**src/rtl/tlb_op_ctrl.sv**
```systemverilog
// tlb_op_ctrl: sequencer between writeback and the shared TLB ports.
// Takes one TLB management instruction at a time (SRCH/RD/WR/FILL/INV)
// over valid/ready, fires a single-cycle strobe in EXEC and reports the
// result in RESP. FILL index comes from an 8-bit maximal-length LFSR.
//
// Ports:
//   clk, reset            clock, synchronous active-high reset
//   flush                 pipeline flush; blocks accept, cancels op
//   req_*                 request handshake and INVTLB operands
//   csr_vppn/asid/index   CSR state used by SRCH/RD/WR
//   s1_*                  TLB port-1 search inputs / hit result
//   tlb_we, tlb_w_index   TLB write strobe and index
//   tlb_r_index           TLB read index
//   invtlb_valid/op       invalidate strobe and op
//   tlbrd_we, tlbsrch_en  CSR capture strobes
//   resp_*                completion pulse with hit/index
module tlb_op_ctrl #(
  parameter int          TLBNUM    = 16,
  parameter int          IDX_W     = $clog2(TLBNUM),
  parameter logic [7:0]  LFSR_SEED = 8'hA5
) (
  input  logic             clk,
  input  logic             reset,
  input  logic             flush,
  input  logic             req_valid,
  output logic             req_ready,
  input  logic [2:0]       req_op,
  input  logic [4:0]       req_invop,
  input  logic [9:0]       req_asid,
  input  logic [31:0]      req_va,
  input  logic [18:0]      csr_vppn,
  input  logic [9:0]       csr_asid,
  input  logic [IDX_W-1:0] csr_index,
  output logic [18:0]      s1_vppn,
  output logic             s1_va_bit12,
  output logic [9:0]       s1_asid,
  input  logic             s1_found,
  input  logic [IDX_W-1:0] s1_index,
  output logic             tlb_we,
  output logic [IDX_W-1:0] tlb_w_index,
  output logic [IDX_W-1:0] tlb_r_index,
  output logic             invtlb_valid,
  output logic [4:0]       invtlb_op,
  output logic             tlbrd_we,
  output logic             tlbsrch_en,
  output logic             resp_valid,
  output logic             resp_hit,
  output logic [IDX_W-1:0] resp_index
);

  localparam logic [2:0] OP_SRCH = 3'd0;
  localparam logic [2:0] OP_RD   = 3'd1;
  localparam logic [2:0] OP_WR   = 3'd2;
  localparam logic [2:0] OP_FILL = 3'd3;
  localparam logic [2:0] OP_INV  = 3'd4;

  typedef enum logic [1:0] {S_IDLE, S_EXEC, S_RESP} state_t;

  // Only va[31:12] is ever driven onto port 1, so the low bits are dropped.
  typedef struct packed {
    logic [2:0]  op;
    logic [4:0]  invop;
    logic [9:0]  asid;
    logic [19:0] va_hi;
  } req_t;

  state_t           state;
  req_t             req_q;
  logic [7:0]       lfsr;
  logic             hit_q;
  logic [IDX_W-1:0] idx_q;

  logic unused_va;
  assign unused_va = ^req_va[11:0];

  logic exec_ok, resp_ok, inv_ok;
  // Flush and reset kill the current cycle's strobe/response combinationally.
  assign exec_ok   = (state == S_EXEC) & ~flush & ~reset;
  assign resp_ok   = (state == S_RESP) & ~flush & ~reset;
  assign inv_ok    = (req_q.op == OP_INV) & (req_q.invop <= 5'd6);
  assign req_ready = (state == S_IDLE) & ~flush;

  always_comb begin
    s1_vppn      = csr_vppn;
    s1_va_bit12  = 1'b0;
    s1_asid      = csr_asid;
    tlb_we       = 1'b0;
    tlbrd_we     = 1'b0;
    tlbsrch_en   = 1'b0;
    invtlb_valid = 1'b0;
    invtlb_op    = 5'd0;
    tlb_r_index  = csr_index;
    tlb_w_index  = (req_q.op == OP_FILL) ? lfsr[IDX_W-1:0] : csr_index;
    if (exec_ok) begin
      case (req_q.op)
        OP_SRCH: tlbsrch_en = 1'b1;
        OP_RD:   tlbrd_we   = 1'b1;
        OP_WR,
        OP_FILL: tlb_we     = 1'b1;
        OP_INV: if (inv_ok) begin
          invtlb_valid = 1'b1;
          invtlb_op    = req_q.invop;
          if (req_q.invop >= 5'd4) s1_asid = req_q.asid;
          if (req_q.invop >= 5'd5) begin
            s1_vppn     = req_q.va_hi[19:1];
            s1_va_bit12 = req_q.va_hi[0];
          end
        end
        default: ;
      endcase
    end
  end

  assign resp_valid = resp_ok;
  assign resp_hit   = resp_ok & hit_q;
  assign resp_index = resp_ok ? idx_q : '0;

  always_ff @(posedge clk) begin
    if (reset) begin
      state <= S_IDLE;
      req_q <= '0;
      lfsr  <= LFSR_SEED;
      hit_q <= 1'b0;
      idx_q <= '0;
    end else begin
      // Free-running, including through flush, so FILL indices stay spread.
      lfsr <= {lfsr[6:0], lfsr[7] ^ lfsr[5] ^ lfsr[4] ^ lfsr[3]};
      case (state)
        S_IDLE: if (req_valid && req_ready) begin
          req_q.op    <= req_op;
          req_q.invop <= req_invop;
          req_q.asid  <= req_asid;
          req_q.va_hi <= req_va[31:12];
          state       <= S_EXEC;
        end
        S_EXEC: begin
          if (flush) begin
            state <= S_IDLE;
          end else begin
            state <= S_RESP;
            hit_q <= (req_q.op == OP_SRCH) & s1_found;
            case (req_q.op)
              OP_SRCH:      idx_q <= s1_index;
              OP_RD, OP_WR: idx_q <= csr_index;
              OP_FILL:      idx_q <= lfsr[IDX_W-1:0];
              default:      idx_q <= '0;
            endcase
          end
        end
        default: state <= S_IDLE;
      endcase
    end
  end

endmodule

```
**config.mk**
```make
export PLATFORM = sky130hd
export DESIGN_NAME = tlb_op_ctrl
export DESIGN_NICKNAME = d
export VERILOG_FILES = /design/src/rtl/tlb_op_ctrl.sv
export SDC_FILE = /design/constraint.sdc
export NUM_CORES = 1
export LEC_CHECK = 0
export ABC_AREA = 1
export BUFFER_PORTS_ARGS = -buffer_cell sky130_fd_sc_hd__buf_2
export CAP_MARGIN = 20
export CORE_ASPECT_RATIO = 1.4
export CORE_MARGIN = 5
export CORE_UTILIZATION = 40
export CTS_CLUSTER_SIZE = 14
export DETAILED_ROUTE_END_ITERATION = 10
export GPL_TIMING_DRIVEN = 0
export PLACE_DENSITY = 0.74
export SYNTH_ARGS = -nofsm -noshare
export SYNTH_HDL_FRONTEND = slang
export SYNTH_SLANG_ARGS = --single-unit
```
**constraint.sdc**
```tcl
create_clock -name clk -period 1.8 [get_ports clk]
set_clock_uncertainty 0.2 [all_clocks]
set_input_delay 0.18 -clock clk [delete_from_list [all_inputs] [get_ports clk]]
set_output_delay 0.18 -clock clk [all_outputs]
set_load 0.01 [all_outputs]
```
==> Word-level counts from Yosys, hierarchy flattened <==
Index checks and enable logic that the tools add are counted.
{ "word_totals": {"regBits": 53, "inputBits": 92, "word_cells": 68} }
{ "classes": {"n_lt_le_gt_ge": 3, "eq_ne": 7, "mux": 30, "n_bitwise": 13, "n_reduce_logical": 7} }
{ "op_table": {"columns": ["cell", "count"], "rows": [
  ["two-way mux 19 bit", 4],
  ["two-way mux 10 bit", 4],
  ["two-way mux 5 bit", 3],
  ["two-way mux 1 bit", 13],
  ["case mux 4 bit (3 select lines)", 1],
  ["greater-or-equal comparator 5 x 3 -> 1 bit (second input constant)", 2],
  ["AND 1 bit", 8],
  ["two-way mux 4 bit", 2],
  ["equality test 3 x 2 -> 1 bit (second input constant)", 2],
  ["less-or-equal comparator 5 x 3 -> 1 bit (second input constant)", 1],
  ["two-way mux 2 bit", 2],
  ["case mux 2 bit (2 select lines)", 1],
  ["AND reduction 2 bit", 2],
  ["OR reduction 2 bit", 2],
  ["equality test 3 x 1 -> 1 bit (second input constant)", 1],
  ["equality test 3 bit (second input constant)", 1],
  ["logical NOT 3 bit", 1],
  ["bitwise XOR 1 bit", 3],
  ["equality test 2 x 1 -> 1 bit (second input constant)", 1],
  ["equality test 2 bit (second input constant)", 1],
  ["logical NOT 2 bit", 1],
  ["inequality test 2 x 1 -> 1 bit (second input constant)", 1],
  ["inverter 1 bit", 2],
  ["logical AND 1 bit", 1]
]} }

==> Logic depth before layout (Yosys ltp) <==
Gate-level depths: netlist of the first run.
{ "logic_depth": {"ltp_word": 5, "depth_mapped": 8, "ltp_nobuf": 7} }

==> Worst setup path before layout of the first run <==
No wires, ideal clock.
{ "synth_timing": {"path_type": "reg2out", "startpoint": "register req_q[35] (netlist name)", "endpoint": "output port s1_asid[1]", "arrival_time_ps": 1293, "slack_ps": 127, "path_stages_with_launch": 8, "path_cell_list": "dfxtp_1 > buf_6 > nor2_2 > nand3_1 > nor2_8 > buf_6 > nand3_1 > nand2_1"} }
{ "synth_between": {"elab_chain_cells": 5} }
{ "synth_lines": {"columns": ["item", "line_no", "text"], "rows": [
  ["start, declared", "68", "req_t req_q;"],
  ["equality test 3 bit *", "80, 95", null],
  ["AND 1 bit", "80", "assign inv_ok = (req_q.op == OP_INV) & (req_q.invop <= 5'd6);"],
  ["two-way mux 10 bit", "100", "OP_INV: if (inv_ok) begin"],
  ["two-way mux 10 bit *", "95", "case (req_q.op)"],
  ["two-way mux 10 bit *", "94", "if (exec_ok) begin"],
  ["end, declared", "36", "output logic [9:0] s1_asid,"]
]} }
Every way passes the cells marked *; elsewhere a longest branch is shown, timed or not.

==> Worst setup path in the final report of the first run <==
{ "layout_timing": {"startpoint": "register req_q[35] (netlist name)", "endpoint": "output port s1_asid[0]"} }
The elaborated chain is that of the path after synthesis.

==> metrics.txt, run 1 <==
# TYPE chip_impl_metric gauge
chip_impl_info{name="run_status",value="finished, violations left"} 1
chip_impl_info{name="violations",value="setup timing"} 1
chip_impl_info{name="cp_cell_sequence",value="buf_6 > nor2_4 > nand3_4 > nor2_8 > nand2_4 > buf_2 > nand2_1 > nand2_1 > buf_2"} 1
chip_impl_metric{name="critical_path_required",unit="ns"} 1.42
chip_impl_metric{name="setup_ws",unit="ns"} -0.3070
chip_impl_metric{name="totalWireLength",unit="um"} 9110
chip_impl_metric{name="fp.dieW",unit="um"} 79.10
chip_impl_metric{name="worst-endpoint-arrival",unit="ns"} 1.73
chip_impl_metric{name="worstRegToRegCells",unit=""} 6
chip_impl_metric{name="share_of_cells_above_drive_strength_1",unit=""} 0.3703
chip_impl_info{name="post-synth-top-area-cell",value="sky130_fd_sc_hd__dfxtp_1"} 1
chip_impl_metric{name="detail_route.wl_per_cell",unit="um"} 13.80
chip_impl_metric{name="design.portCount",unit=""} 146
chip_impl_metric{name="drtAntennaViolNets",unit=""} 0
chip_impl_metric{name="floorplan.initialDensity",unit=""} 0.4070
chip_impl_metric{name="synthesis.area_per_instance",unit="um^2"} 6.804
chip_impl_metric{name="tns",unit="ns"} -8.644
chip_impl_metric{name="hpwl",unit="um"} 6286
chip_impl_metric{name="drc",unit=""} 0
chip_impl_metric{name="min_path_cells",unit=""} 2
chip_impl_info{name="rsz0062_at_grt",value="yes"} 1
chip_impl_metric{name="area_growth_syn_to_layout",unit="%"} 58.12
chip_impl_metric{name="via_count",unit=""} 3245
chip_impl_info{name="critical_path_s_top_delay_family",value="simple AND/OR/NAND/NOR gates"} 1
chip_impl_metric{name="gr-total-overflow",unit=""} 0
chip_impl_metric{name="cap_viol_max_count",unit=""} 0
chip_impl_metric{name="synth.ff_latch_count",unit=""} 53
chip_impl_metric{name="grt_antenna_before_repair",unit=""} 0
chip_impl_info{name="clock_tree_from_tritoncts",value="built"} 1
chip_impl_metric{name="r2r_setup_slack",unit="ns"} 0.12
chip_impl_metric{name="place.gp.congestion",unit=""} 0.8465
chip_impl_metric{name="placement.cell_area",unit="um^2"} 3416
chip_impl_info{name="critical-path-slowest-cell",value="sky130_fd_sc_hd__dfxtp_1"} 1
chip_impl_metric{name="cp.buffers_inverters",unit=""} 3
chip_impl_metric{name="synthCells",unit=""} 393
chip_impl_metric{name="cp_max_fo",unit=""} 8
chip_impl_info{name="critPathKind",value="reg -> out"} 1
chip_impl_metric{name="clock_latency",unit="ns"} 0.30
chip_impl_metric{name="nFillCells",unit=""} 557
chip_impl_metric{name="cp_slowest_stage_delay",unit="ns"} 0.32
chip_impl_metric{name="seq_power_share",unit=""} 0.507
chip_impl_metric{name="vdd_drop_max",unit="V"} 0.0004508
chip_impl_metric{name="netlist.area_leader.share",unit=""} 0.3968
chip_impl_info{name="cp-startpoint",value="req_q[35]"} 1
chip_impl_metric{name="timing.final.crit_share",unit=""} 1.171
chip_impl_metric{name="maxSlewHeadroom",unit=""} 0.6210
chip_impl_metric{name="antenna_cells_inserted",unit=""} 0
chip_impl_metric{name="total_switching_power",unit="mW"} 0.7225
chip_impl_metric{name="synth_seq_area_share",unit=""} 0.3968
chip_impl_metric{name="comb_power_share",unit=""} 0.232
chip_impl_metric{name="intPower",unit="mW"} 1.791
chip_impl_metric{name="grt_start_max_net_pins",unit=""} 16
chip_impl_metric{name="post_route_minimum_period",unit="ns"} 2.107
chip_impl_metric{name="place.port_buffers",unit=""} 129
chip_impl_info{name="critical_path.reg2reg.endpoint",value="req_q[28]"} 1
chip_impl_metric{name="cts-buffers-inserted",unit=""} 5
chip_impl_metric{name="layout.area.seq",unit="um^2"} 1074
chip_impl_metric{name="globalRouteTotalUtil",unit=""} 0.2031
chip_impl_metric{name="switching_share",unit=""} 0.2875
chip_impl_metric{name="multi_input_logic_area",unit="um^2"} 1436
chip_impl_metric{name="yosys_warnings",unit=""} 0
chip_impl_metric{name="stdcell_area",unit="um^2"} 4228
chip_impl_info{name="crit-reg2reg-launch",value="state[0]"} 1
chip_impl_metric{name="hold_viol",unit=""} 0
chip_impl_info{name="hold_path_startpoint",value="reset"} 1
chip_impl_metric{name="drtIter0Drc",unit=""} 191
chip_impl_info{name="clk_root_buffer_cell",value="sky130_fd_sc_hd__clkbuf_8"} 1
chip_impl_metric{name="final-max-slew-violation-count",unit=""} 0
chip_impl_metric{name="cts-root-to-sink-buffers",unit=""} 2
chip_impl_metric{name="setup_viol_count_final",unit=""} 37
chip_impl_metric{name="floorplan.rows",unit=""} 35
chip_impl_metric{name="num-nets-final",unit=""} 677
chip_impl_metric{name="clock_sink_count",unit=""} 53
chip_impl_metric{name="via_count_of_the_first_global_routing_pass",unit=""} 3092
chip_impl_metric{name="yosys.cell_types.count",unit=""} 25
chip_impl_metric{name="clk_pin_slew_worst_paths",unit="ns"} 0.09
chip_impl_info{name="cp-start-kind",value="flop"} 1
chip_impl_metric{name="drt_pre_antenna_iters",unit=""} 6
chip_impl_metric{name="cellPowerDensity",unit="nW/um^2"} 594.5
chip_impl_metric{name="hold_slack",unit="ns"} 0.01371
chip_impl_info{name="cp-end-kind",value="output port"} 1
chip_impl_metric{name="cts-htree-levels",unit=""} 2
chip_impl_metric{name="vias_per_cell",unit=""} 4.917
chip_impl_info{name="holdCritPathClass",value="in -> reg"} 1
chip_impl_info{name="hold_path_end",value="lfsr[7]"} 1
chip_impl_metric{name="timing.fmax",unit="MHz"} 474.6
chip_impl_info{name="synth_top_cells_by_area",value="sky130_fd_sc_hd__dfxtp_1 40%, sky130_fd_sc_hd__nand2_1 16%, sky130_fd_sc_hd__nand3_1 13%, sky130_fd_sc_hd__a21oi_1 8.4%, sky130_fd_sc_hd__inv_1 4.2%"} 1
chip_impl_metric{name="share_clk_of_total_power",unit=""} 0.261
chip_impl_metric{name="fp.dieArea",unit="um^2"} 8443
chip_impl_metric{name="first_pass_grt_wire_length",unit="um"} 13840
chip_impl_metric{name="die_height",unit="um"} 106.7
chip_impl_metric{name="synthesis.area",unit="um^2"} 2674
chip_impl_metric{name="core_region_area",unit="um^2"} 6569
chip_impl_metric{name="worst_pin_slew",unit="ns"} 0.5686
chip_impl_metric{name="leakagePower",unit="nW"} 2.091
==> area by class of cell <==
| type | count | area share |
|---|---|---|
| timing repair buffer | 186 | 0.2847 |
| clock inverter | 2 | 0.002368 |
| sequential | 53 | 0.2539 |
| inverter | 31 | 0.02811 |
| tap | 74 | 0.02190 |
| multi-input combinational | 276 | 0.3397 |
| clock buffer | 6 | 0.01716 |
| buffer | 32 | 0.05209 |
==> registers in the layout (all words and copies together), names as in the netlist <==
register / cells
lfsr: 8
req_q: 38
idx_q: 4
state: 2
hit_q: 1
==> routing by layer <==
metal	track usage	vias to the layer above	part of all wire
li1	-	1645	-
met2	0.3867	128	0.54
met3	0.02941	26	0.054
met1	0.2154	1446	0.38
met4	0.09091	0	0.033
met5	0	-	0
==> through the flow <==
stage | setup slack [ns] | std cells | utilization | power [mW]
final | -0.3070 | 660 | 0.6436 | 2.513
after CTS | -0.2830 | 652 | 0.6173 | 2.490
after global routing | -0.3928 | 660 | 0.6436 | 2.637
after global placement | -0.1346 | 597 | 0.5200 | 1.728
after detailed placement | -0.1527 | 597 | 0.5200 | 1.738
after floorplan | 0.1267 | 394 | - | 1.546
==> worst reg2reg max path, cell delays in order, from the launching register on <==
cell and delay, ns:
sky130_fd_sc_hd__dfxtp_2 0.33, sky130_fd_sc_hd__buf_4 0.14, sky130_fd_sc_hd__nor3_4 0.31, sky130_fd_sc_hd__nand2_4 0.14, sky130_fd_sc_hd__clkbuf_1 0.26, sky130_fd_sc_hd__nand2_1 0.11
sky130_fd_sc_hd__a21oi_1 0.06
==> layout by cell type (no fill, tap or decap), drive strengths merged <==
| master | instances |
|---|---|
| buf | 164 |
| xnor2 | 1 |
| clkbuf | 20 |
| dlygate4sd3 | 40 |
| nor3 | 5 |
| conb | 2 |
| nand3 | 70 |
| clkinv | 2 |
| nand2 | 114 |
| dfxtp | 53 |
| inv | 31 |
| a21oi | 45 |
| xor2 | 1 |
| or2 | 3 |
| nor4 | 1 |
| o21ai | 13 |
| nand4 | 4 |
| nor2 | 17 |
==> logic make-up (layout without fill, tap and decap cells) <==
group | Yosys count | in the layout | share of synthesized area
flip-flops | 53 | 53 | 0.3968
other | 1 | 2 | 0.001402
AND/OR/NAND/NOR | 214 | 214 | 0.3636
buffers and inverters | 65 | 257 | 0.1231
XOR/XNOR | 2 | 2 | 0.006552
AO/OA/AOI/OAI | 58 | 58 | 0.1086
==> worst max-delay path by stage <==
stage | end | depth (start not counted)
final | s1_asid[0] | 9
after floorplan | s1_asid[1] | 7
after detailed placement | s1_asid[8] | 8
after global routing | s1_vppn[9] | 9
after CTS | s1_asid[8] | 9
after global placement | s1_asid[8] | 8
==> repair_timing <==
action / CTS / global route
hold buffers: 40 / 0
cloned: 2 / 1
endpoints found under the setup margin: 58 / 63
pin swaps: 12 / 6
buffers inserted: 7 / 7
gates resized for setup: 29 / 35
endpoints found under the hold margin: 40 / 0
==> power by group through the flow <==
stage | Clock, mW | Sequential [mW] | Combinational [mW]
3_3_place_gp | 0 | 1.29 | 0.435
4_1_cts | 0.675 | 1.28 | 0.540
3_5_place_dp | 0 | 1.30 | 0.443
2_1_floorplan | 0 | 1.29 | 0.260
6_report | 0.655 | 1.28 | 0.583
5_1_grt | 0.712 | 1.28 | 0.642
==> Yosys cell counts <==
master and count:
sky130_fd_sc_hd__or2_2 3, sky130_fd_sc_hd__conb_1 1, sky130_fd_sc_hd__nor3_1 3, sky130_fd_sc_hd__xor2_1 1, sky130_fd_sc_hd__inv_2 1, sky130_fd_sc_hd__o21ai_0 13, sky130_fd_sc_hd__nor4_1 1, sky130_fd_sc_hd__clkbuf_1 13
sky130_fd_sc_hd__nand2_2 1, sky130_fd_sc_hd__nand2_1 111, sky130_fd_sc_hd__nor2_1 14, sky130_fd_sc_hd__nor3_4 1, sky130_fd_sc_hd__a21oi_1 45, sky130_fd_sc_hd__nand4_1 4, sky130_fd_sc_hd__nor3_2 1, sky130_fd_sc_hd__inv_1 30
sky130_fd_sc_hd__buf_4 6, sky130_fd_sc_hd__nand3_1 70, sky130_fd_sc_hd__buf_2 8, sky130_fd_sc_hd__nor2_2 2, sky130_fd_sc_hd__nor2_8 1, sky130_fd_sc_hd__nand2_4 2, sky130_fd_sc_hd__buf_6 7, sky130_fd_sc_hd__dfxtp_1 53
sky130_fd_sc_hd__xnor2_1 1
Note: power is estimated with default switching activity, not from simulation.
==> inputs of run 2 (changes only) <==
--- a/config.mk
+++ b/config.mk
@@ -8,7 +8,6 @@
 export ABC_AREA = 1
 export BUFFER_PORTS_ARGS = -buffer_cell sky130_fd_sc_hd__buf_2
 export CAP_MARGIN = 20
-export CORE_ASPECT_RATIO = 1.4
 export CORE_MARGIN = 5
 export CORE_UTILIZATION = 40
 export CTS_CLUSTER_SIZE = 14
==> metrics.txt, run 2 (same netlist as run 1, synthesis figures left out) <==
# TYPE chip_impl_metric gauge
chip_impl_metric{name="leakagePower",unit="nW"} 2.099
chip_impl_metric{name="globalRouteTotalUtil",unit=""} 0.2072
chip_impl_metric{name="setup_ws",unit="ns"} -0.3472
chip_impl_metric{name="share_of_cells_above_drive_strength_1",unit=""} 0.3973
chip_impl_metric{name="via_count",unit=""} 3308
chip_impl_metric{name="num-nets-final",unit=""} 680
chip_impl_metric{name="gr-total-overflow",unit=""} 0
chip_impl_info{name="cp-end-kind",value="output port"} 1
chip_impl_info{name="path_common_cell",value="sky130_fd_sc_hd__buf_6"} 1
chip_impl_metric{name="drc",unit=""} 0
chip_impl_metric{name="detail_route.wl_per_cell",unit="um"} 14.23
chip_impl_info{name="cp-start-kind",value="flop"} 1
chip_impl_metric{name="setup_viol_count_final",unit=""} 37
chip_impl_info{name="holdCritPathClass",value="in -> reg"} 1
chip_impl_metric{name="cp.buffers_inverters",unit=""} 3
chip_impl_metric{name="hold_viol",unit=""} 0
chip_impl_metric{name="drtAntennaViolNets",unit=""} 0
chip_impl_metric{name="post_route_minimum_period",unit="ns"} 2.147
chip_impl_metric{name="place.port_buffers",unit=""} 129
chip_impl_metric{name="worstRegToRegCells",unit=""} 6
chip_impl_metric{name="fp.dieW",unit="um"} 91.76
chip_impl_metric{name="cts-buffers-inserted",unit=""} 5
chip_impl_metric{name="cp_slowest_stage_delay",unit="ns"} 0.38
chip_impl_metric{name="fp.dieArea",unit="um^2"} 8420
chip_impl_metric{name="hpwl",unit="um"} 6031
chip_impl_metric{name="cts-htree-levels",unit=""} 2
chip_impl_metric{name="floorplan.initialDensity",unit=""} 0.4163
chip_impl_metric{name="critical_path_required",unit="ns"} 1.42
chip_impl_metric{name="grt_antenna_before_repair",unit=""} 0
chip_impl_metric{name="grt_start_max_net_pins",unit=""} 16
chip_impl_metric{name="min_path_cells",unit=""} 2
chip_impl_metric{name="placement.cell_area",unit="um^2"} 3420
chip_impl_metric{name="clock_sink_count",unit=""} 53
chip_impl_info{name="rsz0062_at_grt",value="yes"} 1
chip_impl_metric{name="cellPowerDensity",unit="nW/um^2"} 575.3
chip_impl_info{name="clock_tree_from_tritoncts",value="built"} 1
chip_impl_metric{name="drt_pre_antenna_iters",unit=""} 5
chip_impl_metric{name="timing.fmax",unit="MHz"} 465.7
chip_impl_metric{name="cp_max_fo",unit=""} 5
chip_impl_info{name="critical_path_s_top_delay_family",value="simple AND/OR/NAND/NOR gates"} 1
chip_impl_metric{name="worst-endpoint-arrival",unit="ns"} 1.77
chip_impl_info{name="critPathKind",value="reg -> out"} 1
chip_impl_metric{name="die_height",unit="um"} 91.76
chip_impl_info{name="hold_path_end",value="lfsr[2]"} 1
chip_impl_metric{name="fin_total_pwr",unit="mW"} 2.511
chip_impl_metric{name="largest_register_ff_count",unit=""} 38
chip_impl_info{name="crit-reg2reg-launch",value="state[0]"} 1
chip_impl_metric{name="via_count_of_the_first_global_routing_pass",unit=""} 3234
chip_impl_metric{name="maxSlewHeadroom",unit=""} 0.6512
chip_impl_metric{name="vias_per_cell",unit=""} 4.960
chip_impl_info{name="violations",value="setup timing"} 1
chip_impl_info{name="critical_path.reg2reg.endpoint",value="req_q[30]"} 1
chip_impl_metric{name="clock_latency",unit="ns"} 0.30
chip_impl_metric{name="floorplan.rows",unit=""} 29
chip_impl_info{name="top_reg_by_flops",value="req_q"} 1
chip_impl_info{name="layout_top_registers",value="req_q x38, lfsr x8, idx_q x4"} 1
chip_impl_metric{name="core_region_area",unit="um^2"} 6422
chip_impl_metric{name="cts-root-to-sink-buffers",unit=""} 2
chip_impl_metric{name="final-max-slew-violation-count",unit=""} 0
chip_impl_metric{name="cap_viol_max_count",unit=""} 0
chip_impl_info{name="critical-path-slowest-cell",value="sky130_fd_sc_hd__dfxtp_4"} 1
chip_impl_metric{name="vdd_drop_max",unit="V"} 0.0004298
chip_impl_info{name="clk_root_buffer_cell",value="sky130_fd_sc_hd__clkbuf_8"} 1
chip_impl_metric{name="area_growth_syn_to_layout",unit="%"} 63.22
chip_impl_info{name="run_status",value="finished, violations left"} 1
chip_impl_metric{name="place.gp.congestion",unit=""} 0.8591
chip_impl_metric{name="worst_pin_slew",unit="ns"} 0.5233
chip_impl_metric{name="design.portCount",unit=""} 146
chip_impl_metric{name="stdcell_area",unit="um^2"} 4364
chip_impl_metric{name="totalWireLength",unit="um"} 9491
chip_impl_metric{name="r2r_setup_slack",unit="ns"} 0.07
chip_impl_metric{name="clk_pin_slew_worst_paths",unit="ns"} 0.09
chip_impl_metric{name="dpl_worst_slack",unit="ns"} -0.1891
chip_impl_metric{name="drtIter0Drc",unit=""} 179
chip_impl_info{name="cp_cell_sequence",value="nor3_4 > nand2_4 > nor2_8 > buf_6 > nand2_8 > buf_6 > nand2_2 > nand2_2 > buf_6"} 1
chip_impl_info{name="most_used_cells_in_the_layout_excluding_fill_and_tap_cells",value="124 x sky130_fd_sc_hd__buf_2, 83 x sky130_fd_sc_hd__nand2_1, 69 x sky130_fd_sc_hd__nand3_1, 48 x sky130_fd_sc_hd__dfxtp_1, 44 x sky130_fd_sc_hd__a21oi_1"} 1
chip_impl_info{name="final_common_cell",value="sky130_fd_sc_hd__buf_2"} 1
chip_impl_metric{name="timing.final.crit_share",unit=""} 1.193
chip_impl_info{name="hold_path_startpoint",value="reset"} 1
chip_impl_metric{name="first_pass_grt_wire_length",unit="um"} 14670
[run 2: cell types whose count changed in the layout (fill, tap and decap cells not counted), sizes merged]
cell | before | now
buf | 164 | 171
diode | 0 | 1
clkbuf | 20 | 18
dlygate4sd3 | 40 | 38
[run 2: worst max path at each step]
stage                     depth (start not counted)     endpoint  slack (ns)       from
after floorplan                                   7   s1_asid[1]        0.13  req_q[35]
final                                             9  s1_vppn[13]       -0.35   state[1]
after global routing                              9  s1_vppn[13]       -0.42   state[1]
after global placement                            7  s1_vppn[14]       -0.18  req_q[32]
after CTS                                         7  s1_vppn[14]       -0.28  req_q[32]
after detailed placement                          7  s1_vppn[14]       -0.19  req_q[32]
[run 2: layer usage]
layer / track usage / wire [um]
met1: 0.2500 / 3898
met2: 0.3688 / 4819
met3: 0.04173 / 598
met4: 0.06683 / 176
met5: 0 / 0
[run 2: power breakdown]
part,internal (mW),switching (mW),total (mW)
sequential,1.23,0.0390,1.27
clock,0.271,0.380,0.651
combinational,0.284,0.303,0.587
total,1.79,0.722,2.51
[run 2: area by class of cell]
cell class	instances	area, um^2
diodes	1	2.502
plain buffers	31	217.7
clock buffers	6	72.57
clock inverters	2	10.01
fillers	540	2058
inverters	31	118.9
multi-input cells	276	1475
flip-flops and latches	53	1072
well taps	77	96.34
repair buffers	190	1299
[run 2: worst reg2reg max path: cells and delay by family, from the launching register on]
family | cells | cell delay, ns
simple gates | 2 | 0.40
buf+inv | 2 | 0.37
flops | 1 | 0.34
compound gates | 2 | 0.29
[run 2: what timing repair did]
item                                   CTS  global route
hold buffers                            38             0
endpoints found under the hold margin   38             0
resized for setup                       41            46
pin swaps                                8             6
gates cloned                             4             1
setup buffers                           16             2
setup endpoints to repair               71            56
[run 2: through the flow]
stage / util / hold WS [ns] / TNS [ns] / instances
3_3_place_gp: 0.5324 / 0.1940 / -4.577 / 600
5_1_grt: 0.6791 / 0.02354 / -14.49 / 666
3_5_place_dp: 0.5324 / 0.2012 / -5.098 / 600
6_report: 0.6795 / 0.006623 / -10.86 / 667
4_1_cts: 0.6521 / 0.004057 / -8.747 / 664
2_1_floorplan: - / 0.1428 / 0 / 394
